`src/rtl/dfe_pkg.sv`:
```
// Shared definitions for the DFE sample-capture block.
//   cap_state_t        capture FSM encoding (IDLE/SKIP/CAPTURE/DONE)
//   DFE_DATA_WIDTH     default sample width (signed Q1.15)
//   DFE_DEPTH          default capture buffer depth
//   DFE_CNT_WIDTH      default width of skip/length/sample counters
package dfe_pkg;

  typedef enum logic [1:0] {
    CAP_IDLE    = 2'd0,
    CAP_SKIP    = 2'd1,
    CAP_CAPTURE = 2'd2,
    CAP_DONE    = 2'd3
  } cap_state_t;

  localparam int DFE_DATA_WIDTH = 16;
  localparam int DFE_DEPTH      = 64;
  localparam int DFE_CNT_WIDTH  = 16;

endpackage

```
`src/rtl/dfe_capture_fifo.sv`:
```
// First-word-fall-through FIFO holding captured DFE samples.
// Ports:
//   clk, rst_n   clock, asynchronous active-low reset (empties the FIFO)
//   wr_en        write request; ignored while full (pre-edge level)
//   wr_data      sample to write
//   rd_en        read request; ignored while empty
//   rd_data      head entry, 0 while empty
//   full, empty  status from the current level
//   level        entries held (0..DEPTH)
module dfe_capture_fifo
  import dfe_pkg::*;
#(
  parameter int DATA_WIDTH = DFE_DATA_WIDTH,
  parameter int DEPTH      = DFE_DEPTH
) (
  input  logic                          clk,
  input  logic                          rst_n,
  input  logic                          wr_en,
  input  logic signed [DATA_WIDTH-1:0]  wr_data,
  input  logic                          rd_en,
  output logic signed [DATA_WIDTH-1:0]  rd_data,
  output logic                          full,
  output logic                          empty,
  output logic [$clog2(DEPTH):0]        level
);

  localparam int AW = $clog2(DEPTH);
  localparam int LW = AW + 1;

  logic signed [DATA_WIDTH-1:0] mem [DEPTH];
  logic [AW-1:0]                wr_ptr;
  logic [AW-1:0]                rd_ptr;
  logic                         wr_ok;
  logic                         rd_ok;

  // A write while full is refused even if a read frees a slot on the same edge.
  assign wr_ok = wr_en & ~full;
  assign rd_ok = rd_en & ~empty;

  assign full  = (level == LW'(DEPTH));
  assign empty = (level == '0);

  // Storage carries data only; no reset needed, empty masks stale contents.
  always_ff @(posedge clk) begin
    if (wr_ok) begin
      mem[wr_ptr] <= wr_data;
    end
  end

  // Pointers wrap naturally because DEPTH is a power of two.
  always_ff @(posedge clk or negedge rst_n) begin
    if (!rst_n) begin
      wr_ptr <= '0;
      rd_ptr <= '0;
      level  <= '0;
    end else begin
      if (wr_ok) begin
        wr_ptr <= wr_ptr + AW'(1);
      end
      if (rd_ok) begin
        rd_ptr <= rd_ptr + AW'(1);
      end
      case ({wr_ok, rd_ok})
        2'b10:   level <= level + LW'(1);
        2'b01:   level <= level - LW'(1);
        default: level <= level;
      endcase
    end
  end

  assign rd_data = empty ? '0 : mem[rd_ptr];

endmodule

```
`src/rtl/dfe_sample_capture.sv`:
```
// Capture sink at the output of the Phase-1 DFE chain. After arming it
// discards skip_len strobed samples, then stores up to capture_len samples
// (0 = unlimited) into a FWFT buffer that a host drains over valid/ready.
// Sticky flags record buffer drops and chain overflow/underflow while active.
// Ports:
//   clk, rst_n            clock, asynchronous active-low reset
//   capture_en            level: 1 arms/runs capture, 0 returns to IDLE
//   skip_len, capture_len latched when arming
//   valid_in, sample_in   strobed chain samples
//   chain_ovf, chain_unf  chain saturation flags
//   clear_status          pulse clearing the sticky flags
//   rd_ready/rd_valid/rd_data  host read port (FWFT)
//   fill_level            entries held
//   stored_count          accepted writes since arming (saturating)
//   busy, done            SKIP-or-CAPTURE, DONE
//   drop_sticky, ovf_sticky, unf_sticky  sticky status
module dfe_sample_capture
  import dfe_pkg::*;
#(
  parameter int DATA_WIDTH = DFE_DATA_WIDTH,
  parameter int DEPTH      = DFE_DEPTH,
  parameter int CNT_WIDTH  = DFE_CNT_WIDTH
) (
  input  logic                          clk,
  input  logic                          rst_n,
  input  logic                          capture_en,
  input  logic [CNT_WIDTH-1:0]          skip_len,
  input  logic [CNT_WIDTH-1:0]          capture_len,
  input  logic                          valid_in,
  input  logic signed [DATA_WIDTH-1:0]  sample_in,
  input  logic                          chain_ovf,
  input  logic                          chain_unf,
  input  logic                          clear_status,
  input  logic                          rd_ready,
  output logic                          rd_valid,
  output logic signed [DATA_WIDTH-1:0]  rd_data,
  output logic [$clog2(DEPTH):0]        fill_level,
  output logic [CNT_WIDTH-1:0]          stored_count,
  output logic                          busy,
  output logic                          done,
  output logic                          drop_sticky,
  output logic                          ovf_sticky,
  output logic                          unf_sticky
);

  function automatic logic [CNT_WIDTH-1:0] sat_inc(input logic [CNT_WIDTH-1:0] v);
    return (&v) ? v : v + CNT_WIDTH'(1);
  endfunction

  cap_state_t           state;
  cap_state_t           state_nxt;
  logic [CNT_WIDTH-1:0] skip_cnt;
  logic [CNT_WIDTH-1:0] len_reg;
  logic [CNT_WIDTH-1:0] stored_nxt;
  logic                 arm;
  logic                 skip_dec;
  logic                 wr_req;
  logic                 wr_ok;
  logic                 drop_evt;
  logic                 active;
  logic                 full;
  logic                 empty;

  assign stored_nxt = sat_inc(stored_count);
  assign wr_ok      = wr_req & ~full;
  assign drop_evt   = wr_req & full;
  assign active     = (state == CAP_SKIP) || (state == CAP_CAPTURE);

  always_ff @(posedge clk or negedge rst_n) begin
    if (!rst_n) begin
      state <= CAP_IDLE;
    end else begin
      state <= state_nxt;
    end
  end

  always_comb begin
    state_nxt = state;
    arm       = 1'b0;
    skip_dec  = 1'b0;
    wr_req    = 1'b0;
    case (state)
      CAP_IDLE: begin
        if (capture_en) begin
          state_nxt = CAP_SKIP;
          arm       = 1'b1;
        end
      end
      CAP_SKIP: begin
        if (!capture_en) begin
          state_nxt = CAP_IDLE;
        end else if (skip_cnt == '0) begin
          state_nxt = CAP_CAPTURE;
        end else if (valid_in) begin
          skip_dec = 1'b1;
          // Last discarded sample moves us on so the next strobe is stored.
          if (skip_cnt == CNT_WIDTH'(1)) begin
            state_nxt = CAP_CAPTURE;
          end
        end
      end
      CAP_CAPTURE: begin
        if (!capture_en) begin
          state_nxt = CAP_IDLE;
        end else if (valid_in) begin
          wr_req = 1'b1;
          // Only accepted writes count toward the programmed length.
          if (!full && (len_reg != '0) && (stored_nxt == len_reg)) begin
            state_nxt = CAP_DONE;
          end
        end
      end
      CAP_DONE: begin
        if (!capture_en) begin
          state_nxt = CAP_IDLE;
        end
      end
      default: state_nxt = CAP_IDLE;
    endcase
  end

  always_ff @(posedge clk or negedge rst_n) begin
    if (!rst_n) begin
      skip_cnt     <= '0;
      len_reg      <= '0;
      stored_count <= '0;
    end else begin
      if (arm) begin
        skip_cnt     <= skip_len;
        len_reg      <= capture_len;
        stored_count <= '0;
      end else begin
        if (skip_dec) begin
          skip_cnt <= skip_cnt - CNT_WIDTH'(1);
        end
        if (wr_ok) begin
          stored_count <= stored_nxt;
        end
      end
    end
  end

  // Sticky flags: a new event in the clearing cycle keeps the flag set.
  always_ff @(posedge clk or negedge rst_n) begin
    if (!rst_n) begin
      drop_sticky <= 1'b0;
      ovf_sticky  <= 1'b0;
      unf_sticky  <= 1'b0;
    end else begin
      drop_sticky <= drop_evt | (drop_sticky & ~clear_status);
      ovf_sticky  <= (active & chain_ovf) | (ovf_sticky & ~clear_status);
      unf_sticky  <= (active & chain_unf) | (unf_sticky & ~clear_status);
    end
  end

  assign busy     = active;
  assign done     = (state == CAP_DONE);
  assign rd_valid = ~empty;

  dfe_capture_fifo #(
    .DATA_WIDTH (DATA_WIDTH),
    .DEPTH      (DEPTH)
  ) u_fifo (
    .clk     (clk),
    .rst_n   (rst_n),
    .wr_en   (wr_req),
    .wr_data (sample_in),
    .rd_en   (rd_ready),
    .rd_data (rd_data),
    .full    (full),
    .empty   (empty),
    .level   (fill_level)
  );

endmodule
```
`config.mk`:
```
export PLATFORM = sky130hd
export DESIGN_NAME = dfe_sample_capture
export DESIGN_NICKNAME = d
export VERILOG_FILES = /design/src/rtl/dfe_pkg.sv /design/src/rtl/dfe_capture_fifo.sv /design/src/rtl/dfe_sample_capture.sv
export SDC_FILE = /design/constraint.sdc
export NUM_CORES = 1
export LEC_CHECK = 0
export ABC_AREA = 1
export BUFFER_PORTS_ARGS = -buffer_cell sky130_fd_sc_hd__buf_2
export CELL_PAD_IN_SITES_DETAIL_PLACEMENT = 0
export CELL_PAD_IN_SITES_GLOBAL_PLACEMENT = 1
export CORE_ASPECT_RATIO = 0.9
export CORE_MARGIN = 2
export CORE_UTILIZATION = 47
export CTS_BUF_LIST = sky130_fd_sc_hd__clkbuf_16
export DETAILED_ROUTE_END_ITERATION = 10
export HOLD_SLACK_MARGIN = 0.06
export PLACE_DENSITY_LB_ADDON = 0.1
export SLEW_MARGIN = 20
export SYNTH_ARGS = -nofsm -noshare
export SYNTH_HDL_FRONTEND = slang
export SYNTH_SLANG_ARGS = --single-unit
```
`constraint.sdc`:
```
create_clock -name clk -period 4.6 [get_ports clk]
set_clock_uncertainty 0.15 [all_clocks]
set_input_delay 0 -clock clk [delete_from_list [all_inputs] [get_ports clk]]
set_output_delay 0 -clock clk [all_outputs]
set_load 0.02 [all_outputs]
```
==> results_dict.tcl <==
set metrics [dict create \
    wl_per_cell_microns 25.1 \
    critical_path.top_delay_family "buffers and inverters" \
    multi_input_area_sq_um 10400 \
    place_congestion 0.850 \
    hold_slack_ps 136 \
    async_flop_share 0.0657 \
    synth_ff_type "edfxtp_1" \
    start_util 0.475 \
    antenna_found_initial 1 \
    design.die.area_sq_um 96500 \
    rsz0062_at_grt "false" \
    final_max_slew_viol_count 0 \
    ys_types 38 \
    min_from "skip_len[14]" \
    place_ws_ps 981 \
    syn_inst 3507 \
    startpoint_type "flop" \
    slowest_stage "dfrtp_4" \
    worstSetupPathType "flop to primary output" \
    top_register "u_fifo.mem" \
    clock_path_buffers 3 \
    h-tree-depth 3 \
    dp_hpwl_microns 71100 \
    vias_per_cell 5.91 \
    muxShareOfSynthArea 0 \
    synth_area_per_cell_sq_um 12.6 \
    antenna-diode-count 0 \
    drtIter0Drc 3504 \
    die_height_microns 295 \
    post_cts.repair.setup_buffers 0 \
    synth_edf_count 1024 \
    synth-seq-cells 1096 \
    numCtsBuffers 111 \
    crit_path_start "u_fifo.rd_ptr[0]" \
    yosysWarningCount 0 \
    setup_tns_ps 0 \
    clk_latency_ps 680 \
    io_pins 101 \
    synth_top_family_by_area "compound AO/OA/AOI/OAI gates" \
    hp-class "input port to flop" \
    required_ps 4450 \
    cts.sinks 1096 \
    syn-num-nets 3580 \
    portBuffers 100 \
    slew_headroom 0.256 \
    mostFrequentLayoutCell "edfxtp_1" \
    crit_chain "inv_8, buf_4, o21ai_0, o221ai_1, nand3_1, nand3_1, nand3_1, a21oi_1, buf_2" \
    max_stage_delay_ps 670 \
    drt_pass1_iterations 5 \
    fp.dieW_microns 327 \
    rows 106 \
    worstSetupEndpointType "primary output" \
    gr-total-overflow 0 \
    fillers 7650 \
    post-route-drc-count 0 \
    finalCritPeriodShare 0.926 \
    synth_xor_area_frac 0.00397 \
    cp_data_arrival_time_ps 4110 \
    grt_pass1_vias 28500 \
    nets 3797 \
    clock.fmax_mhz 235 \
    drive_gt1_frac 0.104 \
    fin_crit_ps 4260 \
    p_total_w 0.0303 \
    setup_violations 0 \
    seq_area_sq_um 32600 \
    grt_pass1_wl_microns 187000 \
    tritoncts "built" \
    largest_register_ffs 1024 \
    synth-simple-area-share 0.101 \
    cts.clk_slew.worst_paths_ps 60 \
    most-common-layout-cells "edfxtp_1 (1024), nor2_1 (646), o21ai_0 (573)" \
    synth_area_sq_um 44200 \
    stdcell_count 5062 \
    synthAdderAreaFrac 0.00499 \
    powerDensity_nw_per_um2 594 \
    rr_startpoint "u_fifo.level[4]" \
    placed_cells 4746 \
    finalWorstSetupSlack_ps 341 \
    yosysSeqAreaShare 0.737 \
    grt_use_total 0.261 \
    wl_microns 127000 \
    synth_compound_area_frac 0.124 \
    core-area_sq_um 93000 \
    grt_max_degree 207 \
    vias 29900 \
    cts_root_buf "clkbuf_16" \
    p_leak_nw 17.1 \
    max-cap-violations 0 \
    worst_pin_slew_ps 1120 \
    status "finished clean" \
    ant_nets 0 \
    area_delta_synth_final_pct 15.3 \
    crit_fanout 91 \
    ir_drop_mv 0.433 \
    hold_viol 0 \
    cp_num_buf_inv 3 \
    crit_top_cell "nand3_1" \
]
## tightest hold or removal path, delay by kind of cell
| family | cells | cell delay [ps] |
|---|---|---|
| buf+inv | 2 | 670 |
| compound gates | 2 | 240 |
## Yosys cell counts, types with 2 or more instances
cell type / count / area [sq um]
clkbuf_1: 182 / 683
o22ai_1: 169 / 1060
nor2_1: 648 / 2430
o21ai_0: 573 / 2870
nand3_1: 143 / 716
o211ai_1: 42 / 315
or2_2: 2 / 12.5
o311ai_0: 5 / 43.8
o221ai_1: 94 / 823
nand2_2: 5 / 31.3
nand4_1: 43 / 269
a21oi_1: 61 / 305
ha_1: 16 / 200
buf_2: 32 / 160
edfxtp_1: 1024 / 30700
a221oi_1: 4 / 35.0
inv_2: 4 / 15.0
nor3_1: 4 / 20.0
xor2_1: 18 / 158
inv_1: 94 / 353
xnor2_1: 2 / 17.5
dfrtp_1: 72 / 1800
nor2_4: 3 / 33.8
nand2_1: 237 / 890
buf_1: 15 / 56.3
nor4_1: 3 / 18.8
## routing by layer
layer  wire length [microns]  up-vias  track usage
met5                       0        -            0
met2                   58200     1151        0.407
met4                    2670        0       0.0606
met3                    9770      186       0.0437
li1                        -    13500            -
met1                   56600    15100        0.386
## where the power goes
part | switching [W] | internal [W]
clock | 0.00371 | 0.00478
combinational | 0.00746 | 0.00286
sequential | 0.000301 | 0.0111
## metrics by stage
stage                      util  area [sq um]
after detailed placement  0.499         46400
after global placement    0.499         46400
final                     0.548         50900
after floorplan               -         44200
after CTS                 0.548         50900
after global routing      0.548         50900
## path summary, 6_finish.rpt
check	endpoint	slack (ps)	cells after the start
min in group asynchronous	stored_count[14]	280	4
max in group asynchronous	u_fifo.rd_ptr[1]	3600	4
max	rd_data[10]	340	9
min reg2reg	skip_cnt[9]	360	2
min	skip_cnt[14]	140	4
max reg2reg	u_fifo.level[6]	1100	17
## cell families after synthesis
kind of cell	after synthesis
AO/OA/AOI/OAI	953
buffers and inverters	329
flip-flops	1096
AND/OR/NAND/NOR	1092
XOR/XNOR	20
adder cells (fa/ha/maj)	17
## cell type report
type | instances | area share
Sequential cell | 1096 | 0.639
Timing Repair Buffer | 334 | 0.0522
Clock buffer | 114 | 0.0560
Clock inverter | 95 | 0.0111
Tap cell | 1242 | 0.0305
Multi-Input combinational cell | 2082 | 0.203
Inverter | 99 | 0.00754
## what timing repair did
action                      CTS  global route
hold buffers                107             0
hold endpoints to repair   1159             0
gates resized for setup       0             1
setup endpoints to repair     0             1
Note: power is estimated with default switching activity, not from simulation.
